File: config.mk
export PLATFORM = sky130hd
export DESIGN_NAME = hd63701_exec_w
export DESIGN_NICKNAME = d
export VERILOG_FILES = /design/src/rtl/hd63701_exec_pkg.sv /design/src/rtl/hd63701_exec_w_alu.sv /design/src/rtl/hd63701_exec_w.sv
export SDC_FILE = /design/constraint.sdc
export NUM_CORES = 1
export LEC_CHECK = 0
export BUFFER_PORTS_ARGS = -buffer_cell sky130_fd_sc_hd__buf_2
export CORE_ASPECT_RATIO = 0.75
export CORE_MARGIN = 2
export CORE_UTILIZATION = 45
export DETAILED_ROUTE_END_ITERATION = 7
export MAX_ROUTING_LAYER = met4
export SYNTH_ARGS = -nofsm -noshare
export SYNTH_HDL_FRONTEND = slang
export SYNTH_SLANG_ARGS = --single-unit
File: constraint.sdc
create_clock -name CLK -period 10.7 [get_ports CLK]
set_input_delay 2.675 -clock CLK [delete_from_list [all_inputs] [get_ports CLK]]
set_output_delay 2.675 -clock CLK [all_outputs]
set_load 0.005 [all_outputs]
File: src/rtl/hd63701_exec_pkg.sv
// hd63701_exec_w shared definitions: op codes, selector codes,
// address modes, branch conditions, CCR bit positions and reset value.
package hd63701_exec_pkg;

    typedef enum logic [4:0] {
        OP_MOV = 5'd0,
        OP_ADD = 5'd1,
        OP_ADC = 5'd2,
        OP_SUB = 5'd3,
        OP_SBC = 5'd4,
        OP_AND = 5'd5,
        OP_OR  = 5'd6,
        OP_XOR = 5'd7,
        OP_INC = 5'd8,
        OP_DEC = 5'd9,
        OP_NEG = 5'd10,
        OP_COM = 5'd11,
        OP_PSH = 5'd12,
        OP_PUL = 5'd13,
        OP_BRA = 5'd14,
        OP_LDV = 5'd15,
        OP_INT = 5'd16,
        OP_NOP = 5'd17
    } op_e;

    localparam logic [3:0] SEL_NONE = 4'd0;
    localparam logic [3:0] SEL_C    = 4'd1;
    localparam logic [3:0] SEL_X    = 4'd2;
    localparam logic [3:0] SEL_S    = 4'd3;
    localparam logic [3:0] SEL_P    = 4'd4;
    localparam logic [3:0] SEL_T    = 4'd5;
    localparam logic [3:0] SEL_E    = 4'd6;
    localparam logic [3:0] SEL_M    = 4'd7;
    localparam logic [3:0] SEL_A0   = 4'd8;

    typedef enum logic [2:0] {
        AM_NONE = 3'd0,
        AM_P    = 3'd1,
        AM_P1   = 3'd2,
        AM_S    = 3'd3,
        AM_S1   = 3'd4,
        AM_X    = 3'd5,
        AM_XT   = 3'd6,
        AM_E    = 3'd7
    } am_e;

    typedef enum logic [3:0] {
        CC_RA, CC_RN, CC_HI, CC_LS,
        CC_CC, CC_CS, CC_NE, CC_EQ,
        CC_VC, CC_VS, CC_PL, CC_MI,
        CC_GE, CC_LT, CC_GT, CC_LE
    } cc_e;

    localparam int CCR_C = 0;
    localparam int CCR_V = 1;
    localparam int CCR_Z = 2;
    localparam int CCR_N = 3;
    localparam int CCR_I = 4;
    localparam int CCR_H = 5;

    localparam logic [5:0] CCR_RESET = 6'b010000;

    // Conditions come in pairs: odd code is the inverse of the even one.
    function automatic logic cond_true(input logic [3:0] cc,
                                       input logic [5:0] ccr);
        logic c, v, z, n, base;
        c = ccr[CCR_C];
        v = ccr[CCR_V];
        z = ccr[CCR_Z];
        n = ccr[CCR_N];
        case (cc[3:1])
            3'd0:    base = 1'b1;
            3'd1:    base = ~(c | z);
            3'd2:    base = ~c;
            3'd3:    base = ~z;
            3'd4:    base = ~v;
            3'd5:    base = ~n;
            3'd6:    base = ~(n ^ v);
            default: base = ~(z | (n ^ v));
        endcase
        return base ^ cc[0];
    endfunction

endpackage

File: src/rtl/hd63701_exec_w_alu.sv
// Combinational ALU: result and CCR update for one microcode step.
// Ports: op, narrow (DW-wide op), a/b operands, ccr_in -> res, ccr_out.
module hd63701_alu_w
    import hd63701_exec_pkg::*;
#(
    parameter int DW = 8
) (
    input  op_e         op,
    input  logic        narrow,
    input  logic [15:0] a,
    input  logic [15:0] b,
    input  logic [5:0]  ccr_in,
    output logic [15:0] res,
    output logic [5:0]  ccr_out
);

    localparam logic [16:0] NMASK = 17'((17'd1 << DW) - 17'd1);

    logic [16:0] mask;
    logic [16:0] ax;
    logic [16:0] bx;
    logic [16:0] s;
    logic        is_add;
    logic        is_sub;
    logic        is_log;
    logic        msb_a;
    logic        msb_b;
    logic        msb_r;
    logic        cout;
    logic        ovf;

    always_comb begin
        mask   = narrow ? NMASK : 17'h0ffff;
        ax     = {1'b0, a} & mask;
        bx     = {1'b0, b} & mask;
        s      = ax;
        is_add = 1'b0;
        is_sub = 1'b0;
        is_log = 1'b0;
        unique case (op)
            OP_ADD: begin
                s = ax + bx;
                is_add = 1'b1;
            end
            OP_ADC: begin
                s = ax + bx + {16'd0, ccr_in[CCR_C]};
                is_add = 1'b1;
            end
            OP_SUB: begin
                s = ax - bx;
                is_sub = 1'b1;
            end
            OP_SBC: begin
                s = ax - bx - {16'd0, ccr_in[CCR_C]};
                is_sub = 1'b1;
            end
            OP_INC: begin
                bx = 17'd1;
                s = ax + bx;
                is_add = 1'b1;
            end
            OP_DEC: begin
                bx = 17'd1;
                s = ax - bx;
                is_sub = 1'b1;
            end
            OP_NEG: begin
                bx = ax;
                ax = 17'd0;
                s = ax - bx;
                is_sub = 1'b1;
            end
            OP_AND: begin
                s = ax & bx;
                is_log = 1'b1;
            end
            OP_OR: begin
                s = ax | bx;
                is_log = 1'b1;
            end
            OP_XOR: begin
                s = ax ^ bx;
                is_log = 1'b1;
            end
            OP_COM: begin
                s = ~ax;
                is_log = 1'b1;
            end
            default: s = ax;
        endcase

        res   = s[15:0] & mask[15:0];
        msb_a = narrow ? ax[DW-1] : ax[15];
        msb_b = narrow ? bx[DW-1] : bx[15];
        msb_r = narrow ? res[DW-1] : res[15];
        // Operands are masked, so bit DW of the raw sum is carry/borrow.
        cout  = narrow ? s[DW] : s[16];
        ovf   = is_add ? ((msb_a == msb_b) && (msb_r != msb_a))
                       : ((msb_a != msb_b) && (msb_r != msb_a));

        ccr_out = ccr_in;
        if (is_add || is_sub) begin
            ccr_out[CCR_N] = msb_r;
            ccr_out[CCR_Z] = (res == 16'd0);
            ccr_out[CCR_V] = ovf;
            ccr_out[CCR_C] = cout;
            if (DW == 8)
                ccr_out[CCR_H] = ax[4] ^ bx[4] ^ s[4];
        end else if (is_log) begin
            ccr_out[CCR_N] = msb_r;
            ccr_out[CCR_Z] = (res == 16'd0);
            ccr_out[CCR_V] = 1'b0;
        end
    end

endmodule

File: src/rtl/hd63701_exec_w.sv
// HD63701 microcode execution unit with bus wait-state handshake.
// Ports: CLK/RST_N, mc_* step in, mc_ack, AD/RW/DO/DI/mem_req/mem_rdy bus,
// vect/inte, REG_X/S/P/C debug taps.
module hd63701_exec_w
    import hd63701_exec_pkg::*;
#(
    parameter int DW   = 8,
    parameter int NREG = 2
) (
    input  logic          CLK,
    input  logic          RST_N,
    input  logic          mc_valid,
    input  logic [4:0]    mc_op,
    input  logic [3:0]    mc_r0,
    input  logic [3:0]    mc_r1,
    input  logic [3:0]    mc_r2,
    input  logic [2:0]    mc_am,
    input  logic          mc_pi,
    output logic          mc_ack,
    output logic [15:0]   AD,
    output logic          RW,
    output logic [DW-1:0] DO,
    input  logic [DW-1:0] DI,
    output logic          mem_req,
    input  logic          mem_rdy,
    output logic [7:0]    vect,
    output logic          inte,
    output logic [15:0]   REG_X,
    output logic [15:0]   REG_S,
    output logic [15:0]   REG_P,
    output logic [5:0]    REG_C
);

    logic [DW-1:0] acc [NREG];
    logic [15:0]   x_q;
    logic [15:0]   s_q;
    logic [15:0]   p_q;
    logic [15:0]   t_q;
    logic [15:0]   e_q;
    logic [5:0]    c_q;
    logic [7:0]    vect_q;

    op_e           op;
    logic [15:0]   src0;
    logic [15:0]   src1;
    logic [15:0]   alu_a;
    logic [15:0]   alu_res;
    logic [5:0]    alu_ccr;
    logic [15:0]   ea;
    logic [15:0]   p_inc;
    logic [15:0]   p_next;
    logic          narrow;
    logic          req_raw;
    logic          do_wr;
    logic          set_flags;
    logic          taken;

    function automatic logic is_narrow(input logic [3:0] sel);
        return (sel == SEL_M) ||
               (sel[3] && (int'(sel[2:0]) < NREG));
    endfunction

    function automatic logic [15:0] sel_read(input logic [3:0] sel);
        logic [15:0] v;
        v = 16'd0;
        unique case (sel)
            SEL_C:   v = {10'd0, c_q};
            SEL_X:   v = x_q;
            SEL_S:   v = s_q;
            SEL_P:   v = p_q;
            SEL_T:   v = t_q;
            SEL_E:   v = e_q;
            SEL_M:   v = 16'(DI);
            default: begin
                for (int k = 0; k < NREG; k++)
                    if (sel == 4'(8 + k))
                        v = 16'(acc[k]);
            end
        endcase
        return v;
    endfunction

    assign op = op_e'(mc_op);

    always_comb begin
        src0      = sel_read(mc_r0);
        src1      = sel_read(mc_r1);
        // PUL always takes the bus word regardless of r0.
        alu_a     = (op == OP_PUL) ? 16'(DI) : src0;
        narrow    = is_narrow(mc_r0) || is_narrow(mc_r1) ||
                    is_narrow(mc_r2) ||
                    (op == OP_PUL) || (op == OP_PSH);
        do_wr     = op inside {OP_MOV, OP_ADD, OP_ADC, OP_SUB,
                               OP_SBC, OP_AND, OP_OR, OP_XOR,
                               OP_INC, OP_DEC, OP_NEG, OP_COM,
                               OP_PSH, OP_PUL};
        set_flags = (op inside {OP_ADD, OP_ADC, OP_SUB, OP_SBC,
                                OP_AND, OP_OR, OP_XOR, OP_INC,
                                OP_DEC, OP_NEG, OP_COM}) &&
                    !(mc_r2 inside {SEL_C, SEL_S, SEL_P});
        taken     = (op == OP_BRA) && cond_true(mc_r0, c_q);
    end

    hd63701_alu_w #(
        .DW(DW)
    ) u_alu (
        .op     (op),
        .narrow (narrow),
        .a      (alu_a),
        .b      (src1),
        .ccr_in (c_q),
        .res    (alu_res),
        .ccr_out(alu_ccr)
    );

    always_comb begin
        ea = 16'd0;
        unique case (mc_am)
            AM_P:    ea = p_q;
            AM_P1:   ea = p_q + 16'd1;
            AM_S:    ea = s_q;
            AM_S1:   ea = s_q + 16'd1;
            AM_X:    ea = x_q;
            AM_XT:   ea = x_q + t_q;
            AM_E:    ea = e_q;
            default: ea = 16'd0;
        endcase
    end

    // Branch offset is added on top of the mc_pi increment.
    assign p_inc  = p_q + {15'd0, mc_pi};
    assign p_next = taken ? p_inc + {{8{t_q[7]}}, t_q[7:0]} : p_inc;

    // Bus outputs are gated by RST_N so they drop the moment reset asserts.
    assign req_raw = mc_valid && (mc_am != AM_NONE);
    assign mem_req = RST_N && req_raw;
    assign RW      = mem_req && (mc_r2 == SEL_M);
    assign AD      = mem_req ? ea : 16'd0;
    assign DO      = RST_N ? alu_res[DW-1:0] : '0;
    assign mc_ack  = RST_N && mc_valid && (!req_raw || mem_rdy);

    always_ff @(posedge CLK or negedge RST_N) begin
        if (!RST_N) begin
            for (int k = 0; k < NREG; k++)
                acc[k] <= '0;
            x_q    <= 16'd0;
            s_q    <= 16'd0;
            p_q    <= 16'd0;
            t_q    <= 16'd0;
            e_q    <= 16'd0;
            c_q    <= CCR_RESET;
            vect_q <= 8'd0;
        end else if (mc_ack) begin
            p_q <= p_next;
            if (op == OP_PSH)
                s_q <= s_q - 16'd1;
            if (op == OP_PUL)
                s_q <= s_q + 16'd1;
            if (op == OP_LDV)
                e_q <= {8'hFF, mc_r0, mc_r1};
            if (op == OP_INT)
                vect_q <= {mc_r0, mc_r1};
            if (set_flags)
                c_q <= alu_ccr;
            // Explicit destination writes land last and win.
            if (do_wr) begin
                unique case (mc_r2)
                    SEL_C:   c_q <= alu_res[5:0];
                    SEL_X:   x_q <= alu_res;
                    SEL_S:   s_q <= alu_res;
                    SEL_P:   p_q <= alu_res;
                    SEL_T:   t_q <= alu_res;
                    SEL_E:   e_q <= alu_res;
                    default: begin
                        for (int k = 0; k < NREG; k++)
                            if (mc_r2 == 4'(8 + k))
                                acc[k] <= alu_res[DW-1:0];
                    end
                endcase
            end
        end
    end

    assign vect  = vect_q;
    assign inte  = ~c_q[CCR_I];
    assign REG_X = x_q;
    assign REG_S = s_q;
    assign REG_P = p_q;
    assign REG_C = c_q;

endmodule

======== Yosys cells after proc, flatten, opt, wreduce, memory -nomap -nowiden ========
Cells that the tools add are included.
operators by class
  add/sub/neg operators ................... 13
  order comparisons ....................... 3
  eq/ne operators ......................... 59
  mux-type cells .......................... 40
  bitwise operators ....................... 22
  reductions and logical operators ........ 40
operators with widths
  kind                                                                    number
  16-bit one-hot mux with 7 select lines                                  3
  16-bit 2-to-1 mux                                                       16
  17-bit one-hot mux with 11 select lines                                 1
  16-bit AND                                                              3
  4-bit by 3-bit equality test with 1-bit output (second input constant)  12
  5-bit by 4-bit equality test with 1-bit output (second input constant)  8
  16-bit by 1-bit adder with 16-bit output (second input constant)        2
  16-bit adder                                                            2
  16-bit one-hot mux with 2 select lines                                  1
  4-bit by 2-bit equality test with 1-bit output (second input constant)  6
  4-bit equality test (second input constant)                             6
  8-bit 2-to-1 mux                                                        3
  3-bit equality test (second input constant)                             7
  5-bit by 3-bit equality test with 1-bit output (second input constant)  4
  6-bit 2-to-1 mux                                                        3
  17-bit by 1-bit adder with 17-bit output                                1
  17-bit by 1-bit adder with 17-bit output (second input constant)        1
  17-bit adder                                                            1
  17-bit AND                                                              1
  17-bit NOT                                                              1
  17-bit OR                                                               1
  1-bit by 17-bit subtractor with 17-bit output (first input constant)    1
  17-bit by 1-bit subtractor with 17-bit output                           1
  17-bit by 1-bit subtractor with 17-bit output (second input constant)   1
  other kinds (35)                                                        91
storage, ports and cells
  register bits ........................... 110
  input port bits ......................... 33
  output and inout port bits .............. 90
  logic and storage cells ................. 186

======== Depth between registers and ports, before layout ========
  depth after elaboration ................. 21
  depth in mapped cells ................... 26

======== Modules after synthesis ========
Synthesis repeated with hierarchy kept, for this count alone.
second synthesis, totals
  cell total of the unflattened synthesis .. 2038
  area total of the unflattened synthesis .. 15354.7 µm²
modules (own cells, without submodules)
  module          instances  cells each  area an instance (µm²)  seq. area each (µm²)
  hd63701_exec_w  1          1210        9925.8                  2753.9
  hd63701_alu_w   1          828         5429.0                  0.0

======== Least setup slack after synthesis ========
OpenSTA, ideal clock, no wires.
  kind .................................... input-to-output
  from .................................... input port mc_r0[0]
  to ...................................... output port DO[6]
  arrival time ............................ 6963 ps
  data required time ...................... 8025 ps
  setup slack ............................. 1062 ps
  cell stages on the path ................. 19
  buffers on the path ..................... 4
  cell sequence ........................... buf_4 > buf_6 > buf_6 > inv_2 > buf_2 > o21ai_0 > a221o_1 > o21ai_1 > inv_1 > fa_1 > o21bai_2 > a21oi_2 > xnor2_1 > or3_1 > or4_1 > o21a_2 > xor2_1 > a2111o_1 > and3_1
between the ends
  cells in the longest elaborated chain, start to end .. 11
  elaborated cells between the ends (all ways) .. 28
  those cells by class .................... 7 x add/sub; 9 x eq/ne; 6 x mux; 6 x bitwise
ends and longest elaborated chain
  element                                                                                                    RTL line                                            text
  from (decl)                                                                                                hd63701_exec_w.sv:14                                input logic [3:0] mc_r0,
  4-bit equality test                                                                                        hd63701_exec_w.sv:76                                if (sel == 4'(8 + k))
  8-bit 2-to-1 mux                                                                                           hd63701_exec_w.sv:76
  16-bit 2-to-1 mux                                                                                          hd63701_exec_w.sv:76
  16-bit one-hot mux with 7 select lines (*)                                                                 hd63701_exec_w.sv:66                                unique case (sel)
  16-bit 2-to-1 mux (*)                                                                                      hd63701_exec_w.sv:89                                alu_a = (op == OP_PUL) ? 16'(DI) : src0;
  16-bit AND (*)                                                                                             hd63701_exec_w_alu.sv:34                            ax = {1'b0, a} & mask;
  17-bit subtractor or 17-bit adder (tied branches)                                                          n/a
  17-bit by 1-bit subtractor with 17-bit output or 17-bit by 1-bit adder with 17-bit output (tied branches)  hd63701_exec_w_alu.sv:54, hd63701_exec_w_alu.sv:46
  17-bit one-hot mux with 11 select lines (*)                                                                hd63701_exec_w_alu.sv:40                            unique case (op)
  16-bit AND (*)                                                                                             hd63701_exec_w_alu.sv:92                            res = s[15:0] & mask[15:0];
  8-bit 2-to-1 mux (*)                                                                                       hd63701_exec_w.sv:139                               assign DO = RST_N ? alu_res[DW-1:0] : '0;
  to (decl)                                                                                                  hd63701_exec_w.sv:22                                output logic [DW-1:0] DO,
Mark *: on every way between the ends. The rest lies on a longest branch, timed or not.

======== Worst setup path in the final report ========
  from .................................... input port mc_r0[0]
  to ...................................... output port DO[7]
The elaborated chain is that of the path after synthesis.

==> impl_metrics.py <==
metrics = {
    "setup_path": {
        "critPathLaunchType": "input port",
        "crit_type": "in2out",
        "cpMaxStageDelayCell": "fa_1",
        "critical_path_required_ns": 8.03,
        "cp_common_cell": "buf_4",
        "cp_cell_sequence": "clkbuf_4 -> buf_4 -> nor3_1 -> nor2_1 -> o32ai_1 -> a21o_1 -> inv_1 -> ha_1 -> inv_1 -> fa_1 -> nor2b_1 -> o21ai_0 -> a21oi_2 -> buf_4 -> nor2_1 -> a221oi_2 -> nand3_1 -> xnor2_1 -> o221ai_1 -> a22oi_1 -> buf_4 -> nand2_1 -> and2_1 -> buf_2",
        "arrival_ns": 7.71,
        "critPathCaptureType": "primary output",
        "path_max_fanout": 20,
        "cpPeakStageDelay_ns": 0.51,
    },
    "placed_design": {
        "port_buffers": 122,
        "hpwl_um": 54400,
        "gp_congestion": 1.04,
    },
    "power_and_ir_drop": {
        "p_leak_nw": 7.35,
        "internal_power_mw": 1.07,
        "comb_power_share_pct": 48.7,
        "power.net_switching_uw": 977,
        "clockPowerShare_pct": 18.6,
        "p_per_area_nw_per_um2": 119,
        "switching_share_pct": 47.7,
        "p_seq_share_pct": 32.7,
        "ir_drop_mv": 0.109,
    },
    "worst_hold_path": {
        "min_path_type": "reg2reg",
    },
    "yosys": {
        "synth.most_common_cell": "nand2_1",
        "synth.distinct_cells": 97,
        "synth_top_family_by_area": "compound AO/OA/AOI/OAI gates",
        "synth-seq-area-share_pct": 17.5,
        "synth_seq_cells": 110,
        "synth.area.top_cells": "dfrtp_1 17%, ha_1 8.0%, nand2_1 7.1%, xnor2_1 4.9%, a21oi_1 4.9%",
        "synth_ff_type": "dfrtp_1",
        "yosys.area_share.simple_pct": 25.2,
        "synth-async-reset-ratio_pct": 100,
        "yosysTopAreaCellShare_pct": 17.3,
        "synthesis.nets": 2283,
        "avgSynthCellArea_um2": 7.35,
        "yosys-top-cells-count": "296 x nand2_1, 171 x nor2_1, 153 x a21oi_1",
        "ys_warn_count": 0,
        "synth_edf_count": 0,
        "synth_mux_area_share_pct": 6.81,
        "netlist_instances": 2144,
        "synthesis.area_um2": 15800,
        "synth_xor_xnor_area_share_pct": 7.01,
        "synth_adder_area_share_pct": 8.66,
        "synth_top_area_cell": "dfrtp_1",
        "synth_compound_area_share_pct": 28.7,
    },
    "cells_and_area": {
        "area_delta_synth_final_pct": 9.21,
        "nets": 2337,
        "diodes": 0,
        "drive_gt1_share_pct": 14.0,
        "fillers": 3496,
    },
    "clock_tree": {
        "cts.reportedPaths.clkPinSlew_ns": 0.09,
        "cts_buffers": 9,
        "clockBufferDepth": 2,
        "cts_num_sinks": 110,
        "cts_root_buf": "clkbuf_16",
        "clk_latency_ns": 0.39,
        "cts_tree": "yes",
        "h-tree-depth": 3,
    },
    "global_route": {
        "grt_util_all_layers_pct": 38.7,
        "grt_busiest_layer": "met1",
        "met2_usage_pct": 52.5,
        "grt_pass1_wl_um": 104000,
        "use_met1_pct": 57.0,
        "grt_start_max_net_pins": 61,
        "grt-ovfl-total": 0,
        "grt_pass1_vias": 16300,
        "globalRouteMet3Util_pct": 9.18,
        "antenna_found_initial": 1,
    },
    "outcome": {
        "status": "finished clean",
    },
    "routing": {
        "dr.first_iter.drc_count": 2505,
        "wl_per_cell_um": 26.3,
        "routed_wl_um": 70000,
        "ant_nets": 0,
        "vias": 18000,
        "drtPass1Iterations": 6,
        "route.detailed.drc": 0,
        "routed_via_density": 6.78,
    },
    "die": {
        "dieArea_um2": 36500,
        "die_w_um": 220,
        "die_h_um": 166,
        "io_pins": 123,
        "core_um2": 34600,
        "row_count": 59,
        "start_util_pct": 45.5,
    },
    "sta": {
        "tightest_slew_ns": 1.23,
        "post-route-period-util_pct": 97.0,
        "finalMaxSlewViolations": 0,
        "fin_skew_ns": 0.0127,
        "fmax_mhz": 96.3,
        "hold_viol": 0,
        "fin_hold_ws_ns": 0.489,
        "rsz0062_at_grt": "false",
        "fin_crit_ns": 10.38,
        "tns_ns": 0,
        "setup_viol": 0,
        "relSlewSlack_pct": 16.9,
    },
    "flow_run": {
        "cap_violations": 0,
    },
}
what timing repair did:
action                     in CTS  in global routing
setup endpoints to repair       0                  1
setup buffers                   0                  0
hold buffers                    0                  0
gates resized for setup         0                  4
hold endpoints to repair        0                  0
per-stage QoR:
stage | power (mW) | utilization, % | worst slack (ns) | std cells | cell area [µm²]
global placement | 1.62 | 48.7 | 0.436 | 2644 | 16900
CTS | 2.02 | 49.7 | 0.321 | 2660 | 17200
global route | 2.16 | 49.7 | 0.0119 | 2660 | 17200
finish | 2.05 | 49.7 | 0.320 | 2660 | 17200
floorplan | 1.27 | - | 1.06 | 2144 | 15800
detailed placement | 1.64 | 48.7 | 0.360 | 2644 | 16900
sequential cells by signal, summed over array words and instances (netlist names):
signal	cells
REG_S	16
vect	8
t_q	16
acc	16
REG_X	16
e_q	16
REG_P	16
REG_C	6
power by group through the flow:
stage | clock (mW) | sequential (mW) | combinational (mW)
floorplan | 0 | 0.547 | 0.728
global placement | 0 | 0.669 | 0.954
detailed placement | 0 | 0.669 | 0.970
CTS | 0.386 | 0.661 | 0.974
global route | 0.401 | 0.676 | 1.08
finish | 0.381 | 0.671 | 0.998
path summary, 6_finish.rpt:
check,start,end,slack [ns],cells past startpoint
max in group asynchronous,RST_N,acc[0],7.24,2
setup reg to reg,REG_S[0],REG_C[2],3.19,22
hold / removal,vect[5],vect[5],0.49,2
min in group asynchronous,RST_N,REG_S[10],2.25,1
setup / recovery,mc_r0[0],DO[7],0.32,24
hold reg to reg,vect[5],vect[5],0.49,2
per-layer routing:
layer / share of wire, % / wire [µm] / vias up
met5: 0 / 0 / -
met4: 2.6 / 1840 / 0
met3: 13 / 8810 / 117
met2: 41 / 28500 / 1120
met1: 44 / 30900 / 8754
li1: - / - / 8044
cells by family after synthesis:
logic type               Yosys count
AO/OA/AOI/OAI                    656
XOR/XNOR                         126
adder cells (fa/ha/maj)          106
buffers and inverters            240
flip-flops                       110
multiplexers                      82
AND/OR/NAND/NOR                  824
placed cells by master (no fill, tap or decap), drive strengths merged, types with 72 or more instances in the layout:
cell type,synthesis,final
a21oi,155,155
buf,37,190
dfrtp,109,109
ha,101,101
inv,89,91
nand2,296,296
nand3,72,72
nor2,172,172
o21ai,116,116
xnor2,89,89
worst max-delay path: cells and delay by family:
family	cells	cell delay, ns
buffers and inverters	7	1.31
and+or+nand+nor	7	1.02
xor gates and xnor gates	1	0.17
adders and majority gates	2	0.81
AOI/OAI and AO/OA	7	1.70
cell type report:
type                    count  area (µm²)  area share [%]
inverters                  91         342            1.99
repair buffers            192        1160            6.72
flip-flops and latches    110        2750            16.0
well taps                 457         572            3.32
clock buffers               9         225            1.31
multi-input cells        1794       12100            70.1
clock inverters             7        91.3           0.531
Note: power is estimated with default switching activity, not from simulation.
